### config.mk
export PLATFORM = sky130hd
export DESIGN_NAME = keypad_entry_ctrl
export DESIGN_NICKNAME = d
export VERILOG_FILES = /design/src/rtl/keypad_entry_ctrl.sv
export SDC_FILE = /design/constraint.sdc
export NUM_CORES = 1
export LEC_CHECK = 0
export ABC_AREA = 1
export BUFFER_PORTS_ARGS = -buffer_cell sky130_fd_sc_hd__buf_2
export CAP_MARGIN = 20
export CORE_UTILIZATION = 55
export DETAILED_ROUTE_END_ITERATION = 10
export GPL_ROUTABILITY_DRIVEN = 0
export GPL_TIMING_DRIVEN = 0
export PLACE_DENSITY = 0.81
export RECOVER_POWER = 100
export SETUP_SLACK_MARGIN = 0.02
export SLEW_MARGIN = 25
export SYNTH_ARGS = -nofsm -noshare
export SYNTH_HDL_FRONTEND = slang
export SYNTH_SLANG_ARGS = --single-unit
### constraint.sdc
create_clock -name scan_clk -period 3.55 [get_ports scan_clk]
set_input_delay 0.71 -clock scan_clk [delete_from_list [all_inputs] [get_ports scan_clk]]
set_output_delay 0.71 -clock scan_clk [all_outputs]
set_load 0.02 [all_outputs]
### src/rtl/keypad_entry_ctrl.sv
`default_nettype none
// ============================================================================
// keypad_entry_ctrl : debounced keypad decode into a BCD countdown preset
// Revision 1.0 - initial release
// ============================================================================
module keypad_entry_ctrl #(
  parameter int NDIGITS  = 4,
  parameter int DEBOUNCE = 8
) (
  input  logic                   scan_clk,
  input  logic                   rst_n,
  input  logic                   keydown_i,
  input  logic [3:0]             key_i,
  input  logic                   start_ack_i,
  output logic [4*NDIGITS-1:0]   entry_o,
  output logic [3:0]             digit_count_o,
  output logic                   start_req_o,
  output logic                   key_valid_o,
  output logic [3:0]             key_code_o,
  output logic                   err_o
);

  localparam int          EW    = 4 * NDIGITS;
  localparam int          CW    = $clog2(DEBOUNCE + 1);
  localparam logic [CW:0] C_DB  = (CW+1)'(DEBOUNCE);
  localparam logic [3:0]  C_ND  = 4'(NDIGITS);

  typedef enum logic [2:0] {
    S_IDLE     = 3'd0,
    S_PRESS    = 3'd1,
    S_HELD     = 3'd2,
    S_REL      = 3'd3,
    S_WAIT_ACK = 3'd4
  } state_t;

  state_t         state_q;
  logic [CW-1:0]  cnt_q;
  logic [EW-1:0]  entry_q;
  logic [3:0]     count_q;
  logic           start_req_q;
  logic           key_valid_q;
  logic [3:0]     key_code_q;
  logic           err_q;
  logic           armed_q;

  logic [CW:0]    w_cnt_inc;
  logic           w_db_hit;
  logic [EW-1:0]  w_key_ext;
  logic [EW-1:0]  w_shift_in;

  // cnt_q counts stable samples already seen; this sample would make it w_cnt_inc
  assign w_cnt_inc  = {1'b0, cnt_q} + {{CW{1'b0}}, 1'b1};
  assign w_db_hit   = (w_cnt_inc >= C_DB);
  assign w_key_ext  = EW'(key_i);
  assign w_shift_in = (entry_q << 4) | w_key_ext;

  always_ff @(posedge scan_clk or negedge rst_n) begin
    if (!rst_n) begin
      state_q     <= S_IDLE;
      cnt_q       <= '0;
      entry_q     <= '0;
      count_q     <= '0;
      start_req_q <= 1'b0;
      key_valid_q <= 1'b0;
      key_code_q  <= '0;
      err_q       <= 1'b0;
      armed_q     <= 1'b0;
    end else begin
      key_valid_q <= 1'b0;
      err_q       <= 1'b0;
      // A key held across reset must be released before it can count as a press
      if (!keydown_i) armed_q <= 1'b1;

      case (state_q)
        S_IDLE, S_PRESS: begin
          if (!keydown_i) begin
            state_q <= S_IDLE;
            cnt_q   <= '0;
          end else if ((state_q == S_PRESS) || armed_q) begin
            if (!w_db_hit) begin
              state_q <= S_PRESS;
              cnt_q   <= w_cnt_inc[CW-1:0];
            end else begin
              state_q     <= S_HELD;
              cnt_q       <= '0;
              key_valid_q <= 1'b1;
              key_code_q  <= key_i;
              if (key_i < 4'd10) begin
                if (count_q < C_ND) begin
                  entry_q <= w_shift_in;
                  count_q <= count_q + 4'd1;
                end else begin
                  err_q <= 1'b1;
                end
              end else if (key_i == 4'd10) begin
                if (count_q != 4'd0) begin
                  start_req_q <= 1'b1;
                  state_q     <= S_WAIT_ACK;
                end else begin
                  err_q <= 1'b1;
                end
              end else if (key_i == 4'd11) begin
                entry_q <= '0;
                count_q <= '0;
              end else if (key_i == 4'd12) begin
                if (count_q != 4'd0) begin
                  entry_q <= entry_q >> 4;
                  count_q <= count_q - 4'd1;
                end else begin
                  err_q <= 1'b1;
                end
              end
            end
          end
        end

        S_HELD: begin
          if (!keydown_i) begin
            state_q <= S_REL;
            cnt_q   <= (CW)'(1);
          end
        end

        S_REL: begin
          if (keydown_i) begin
            state_q <= S_HELD;
            cnt_q   <= '0;
          end else if (w_db_hit) begin
            state_q <= S_IDLE;
            cnt_q   <= '0;
          end else begin
            cnt_q <= w_cnt_inc[CW-1:0];
          end
        end

        S_WAIT_ACK: begin
          if (start_ack_i) begin
            start_req_q <= 1'b0;
            entry_q     <= '0;
            count_q     <= '0;
            state_q     <= keydown_i ? S_HELD : S_REL;
            cnt_q       <= keydown_i ? '0 : (CW)'(1);
          end
        end

        default: begin
          state_q <= S_IDLE;
          cnt_q   <= '0;
        end
      endcase
    end
  end

  assign entry_o       = entry_q;
  assign digit_count_o = count_q;
  assign start_req_o   = start_req_q;
  assign key_valid_o   = key_valid_q;
  assign key_code_o    = key_code_q;
  assign err_o         = err_q;

endmodule
`default_nettype wire

# Yosys cells after proc, flatten, opt, wreduce, memory -nomap -nowiden
# Cells that the tools add are included.
totals:
  reg_bits: 35
  in_bits: 8
  output_inout_bits: 27
classes:
  add_sub_neg: 3
  magnitude_cmp: 3
  n_eq_ne: 21
  muxes: 64
  bitwise_logic: 1
  n_reduce_logical: 10
ops:
  columns: ["cell", "count"]
  rows:
  - ["$mux 16", 10]
  - ["$mux 4", 16]
  - ["$pmux 16 s2", 1]
  - ["$mux 3", 10]
  - ["$mux 1", 23]
  - ["$ne 2x2->1 const B", 8]
  - ["$or 16x4->16", 1]
  - ["$pmux 4 s4", 1]
  - ["$eq 4x4->1 const B", 3]
  - ["$ne 3x3->1 const B", 4]
  - ["$pmux 3 s4", 1]
  - ["$reduce_and 9->1", 1]
  - ["$ne 4x4->1 const B", 2]
  - ["$pmux 4 s2", 1]
  - ["$reduce_and 4->1", 2]
  - ["$reduce_and 8->1", 1]
  - ["$eq 3x2->1 const B", 2]
  - ["$add 4x1->5 const B", 1]
  - ["$ge 5x4->1 const B", 1]
  - ["$add 4x1->4 const B", 1]
  - ["$lt 4x3->1 const B", 1]
  - ["$lt 4x4->1 const B", 1]
  - ["$reduce_bool 4->1", 1]
  - ["$sub 4x1->4 const B", 1]
  - ["other kinds (8)", 8]

# Depth between registers and ports, before layout
depth:
  ltp_word: 10
  ltp_mapped: 12
  depth_no_buf: 10

# Least setup slack after synthesis
# OpenSTA, ideal clock, no wires.
synth_timing:
  kind: "input to register"
  startpoint: "input port key_i[3]"
  endpoint: "register count_q[1] (netlist: digit_count_o[1])"
  arrival_time_ns: 1.632
  required_ns: 3.427
  slack_ns: 1.796
  path_stages: 11
  path_cell_list: "buf_4 > nand2_2 > nand2_4 > inv_2 > nor2_2 > nand2_1 > nand2_1 > nand2_1 > nand2_4 > buf_6 > o21ai_2"
synth_between:
  elab_chain_len: 8
  word_cells_on_any_way: 16
  classes_between: "1 x order compare; 7 x eq/ne; 7 x mux; 1 x reduce/logical"
synth_rtl:
  columns: ["element", "line_no", "source"]
  rows:
  - ["start, declared", "13", "input logic [3:0] key_i,"]
  - ["$eq 4x4->1", "102", "end else if (key_i == 4'd11) begin"]
  - ["$mux 4", "102", null]
  - ["$mux 4", "95", "end else if (key_i == 4'd10) begin"]
  - ["$mux 4", "88", "if (key_i < 4'd10) begin"]
  - ["$mux 4", "80", "if (!w_db_hit) begin"]
  - ["$mux 4", "79", "end else if ((state_q == S_PRESS) || armed_q) begin"]
  - ["$mux 4", "76", "if (!keydown_i) begin"]
  - ["$pmux 4 s2", "74", "case (state_q)"]
  - ["end signal, assigned", "91", "count_q <= count_q + 4'd1;"]
  - ["end signal, assigned", "108", "count_q <= count_q - 4'd1;"]
  - ["end, declared", "39", "logic [3:0] count_q;"]
# Several ways; a longest one is shown, not always the timed one. The select of a mux whose other input is x is not followed.
# A chain may end at the register's enable or synchronous reset.

# Final worst setup path
layout_timing:
  startpoint: "input port key_i[3]"
  endpoint: "register entry_q[14] (netlist: entry_o[14])"
layout_between:
  elab_chain_len: 8
  word_cells_on_any_way: 16
  classes_between: "1 x order compare; 7 x eq/ne; 7 x mux; 1 x reduce/logical"
layout_rtl:
  columns: ["element", "line_no", "source"]
  rows:
  - ["$eq 4x4->1", "102", null]
  - ["$mux 16", "102", null]
  - ["$mux 16", "95", null]
  - ["$mux 16", "88", null]
  - ["$mux 16", "80", null]
  - ["$mux 16", "79", null]
  - ["$mux 16", "76", null]
  - ["$pmux 16 s2", "74", null]
  - ["end signal, assigned", "90", "entry_q <= w_shift_in;"]
  - ["end signal, assigned", "107", "entry_q <= entry_q >> 4;"]
  - ["end, declared", "38", "logic [EW-1:0] entry_q;"]
# Several ways; a longest one is shown, not always the timed one. The select of a mux whose other input is x is not followed.

==> metrics <==
Inst Count DP 346; Final Cycle Share 56.83%; cell depth of the worst flop-to-flop path 11; ANT cells 0; Syn Inst Count 268; Clock Skew 7.195 ps; CTS buffer count 5; clk sinks 35; Fill cells 382; final setup TNS 0 ps; H-Tree Level Count 2; Post-synth EDFFs 0; cell internal pwr 0.7452 mW; type of the worst min-delay path flop to flop; port bufs 32; largest net degree at the start of global routing 36; root buf cell clkbuf_8; clock network power share 22.5%; Area growth, synth to finish 7.954%; FF/Latch Area 875.8 sq um; Req. time, crit path 3750 ps; Max VDD drop 0.0002697 V; max_cap viols 1; DRT Pass-1 Iters 5; Post-DP HPWL 3.268 mm; Post-synth top cells nand2_1 (86), dfrtp_1 (35), inv_1 (27), nor2_1 (22), o21ai_2 (20); Synth warnings 0; fraction of layout cells with a size suffix above 1 7.792%; Ports 35; WL/cell 12.82 um; Die Width 63.21 um; GRT Total Usage 25.72%; most numerous cell in the Yosys netlist nand2_1; Rel. slew slack -22.93%; CTS Buffer Depth 2; ranking of synthesized cells by area dfrtp_1 (43%), nand2_1 (16%), o21ai_2 (8.5%), inv_1 (4.9%), nor2_1 (4.0%); combinational power share 33.8%; post-CTS setup repair buffer count 0; violated checks capacitance limit, slew limit; RSZ-0062 raised after global routing no; Post-Route WL 4.540 mm; CP startpoint kind primary input; vias in the first global route 1794; final net count 319; Fmax 495.7 MHz; post_cts resized 0; WHS Path Cells 2; die height 63.21 um; placed cell areas 2278 sq um; worst-margin pin slew 1844 ps; Synth Register Bits 35; antenna violations before repair 0; die area 3996 sq um; CP Class primary input to flop; Setup crit end kind flop; vias per inst 5.297; status finished, violations left; Final ANT Viol Nets 0; Congestion Overflow GR 0; row cnt 21; CTS tree yes; DRC Markers 0; via count 1875; switch share 38.92%; Post-Syn Nets 280; insertion delay to the later sink of the worst-skew pair 290 ps; pwr dens 548.5 nW/um^2; Reg power frac 43.7%; cell accounting for the most synthesized area dfrtp_1; critical-path maximum fanout 10; leakage power 1.121 nW; Clock transition at path regs 60 ps; share of the synthesized area in the top cell type 42.50%; first-pass GRT wire length 7.872 mm; fraction of registers with async set/reset 100.0%; final setup vio count 0; Top FF cell, synth dfrtp_1; Tmin final 2017 ps; Starting Density 59.42%; non-filler instance count after layout 354; Sw Pwr 0.4749 mW; CP Data Arrival Time 2220 ps; Post-Syn Area per Cell 7.689 sq um; final-report hold violation count 0; Slew Limit Fails 36; area of the multi-input gates 913.4 sq um; Cell variety after synth 27; post-synthesis sequential area ratio 42.50%; CTS Hold Bufs 0; DRT iter0 DRCs 101; Finished Cell Area 2225 sq um; core box area 3468 sq um; Netlist Area Pre-Place 2061 sq um
-- cell usage in the layout, fill, tap and decap left out, types with 2 or more instances in the layout --
cell type | Yosys | final
o22ai_1 | 3 | 3
ha_1 | 4 | 4
nand3_1 | 16 | 16
nor3_1 | 3 | 3
clkbuf_8 | 0 | 5
a31oi_1 | 4 | 4
nor2_1 | 22 | 25
nand2_2 | 2 | 2
buf_4 | 2 | 2
clkbuf_1 | 2 | 35
nand2_1 | 86 | 87
o21ai_2 | 20 | 3
a21oi_1 | 5 | 5
xor2_1 | 3 | 3
buf_2 | 2 | 5
buf_6 | 4 | 2
nand4_1 | 3 | 3
dfrtp_1 | 35 | 35
inv_1 | 27 | 27
o21ai_0 | 14 | 31
-- path summary, 6_finish.rpt --
| kind | start | end | slack [ps] |
|---|---|---|---|
| max | key_i[3] | entry_o[14] | 1530 |
| min | cnt_q[3] | cnt_q[3] | 470 |
| max reg2reg | digit_count_o[0] | entry_o[14] | 1590 |
| min reg2reg | cnt_q[3] | cnt_q[3] | 470 |
| max in group asynchronous | rst_n | start_req_o | 1560 |
| min in group asynchronous | rst_n | state_q[1] | 920 |
-- area by class of cell --
type                    instances  area share, %
multi-input cells             194          41.06
flip-flops and latches         35          39.37
repair buffers                 32          5.624
inverters                      28          4.724
clock buffers                   7          3.431
plain buffers                  11          2.981
well taps                      46          2.587
clock inverters                 1         0.2250
-- through the flow --
step	hold WS [ps]	util (%)	total power [mW]	setup slack [ps]
after global placement	452.5	65.69	0.9880	1635
after floorplan	414.4	-	0.8694	1796
after global routing	509.0	64.14	1.315	1237
after detailed placement	457.9	65.69	0.9994	1614
final	474.2	64.14	1.220	1533
after CTS	478.9	68.04	1.274	1913
-- sequential cells by signal (all words and copies together), names as in the netlist --
name,count
entry_o,16
cnt_q,4
digit_count_o,4
key_code_o,4
state_q,3
armed_q,1
err_o,1
key_valid_o,1
start_req_o,1
-- critical path: stages --
cell	delay, ps
buf_4	140
nand2_2	90
nand2_4	140
inv_2	70
nor2_2	120
nand2_1	60
nand2_1	60
nand2_1	50
nand2_1	140
clkbuf_1	430
nand2_1	110
o21ai_0	100
-- logic make-up (layout without fill, tap and decap cells) --
kind of cell	Yosys count	in the layout	synth area share, %
fa+ha+maj	4	4	2.429
compound gates	48	48	15.97
simple gates	139	139	28.72
flops	35	35	42.50
buf+inv	39	79	9.107
xor+xnor	3	3	1.275
-- power groups by stage --
stage	combinational, mW	clock [mW]	sequential, mW
final	0.413	0.275	0.533
after global routing	0.470	0.298	0.546
after CTS	0.462	0.280	0.532
after detailed placement	0.461	0	0.539
after global placement	0.449	0	0.539
after floorplan	0.254	0	0.615
-- per-layer routing --
metal  global-route usage, %  up-vias  part of all wire, %
li1                        -      934                    -
met1                   33.33      850                   46
met2                   38.98       84                   45
met3                   7.246        7                  7.7
met4                   13.35        0                  1.3
met5                       0        -                    0
No activity file was read; power rests on OpenSTA's default activity.
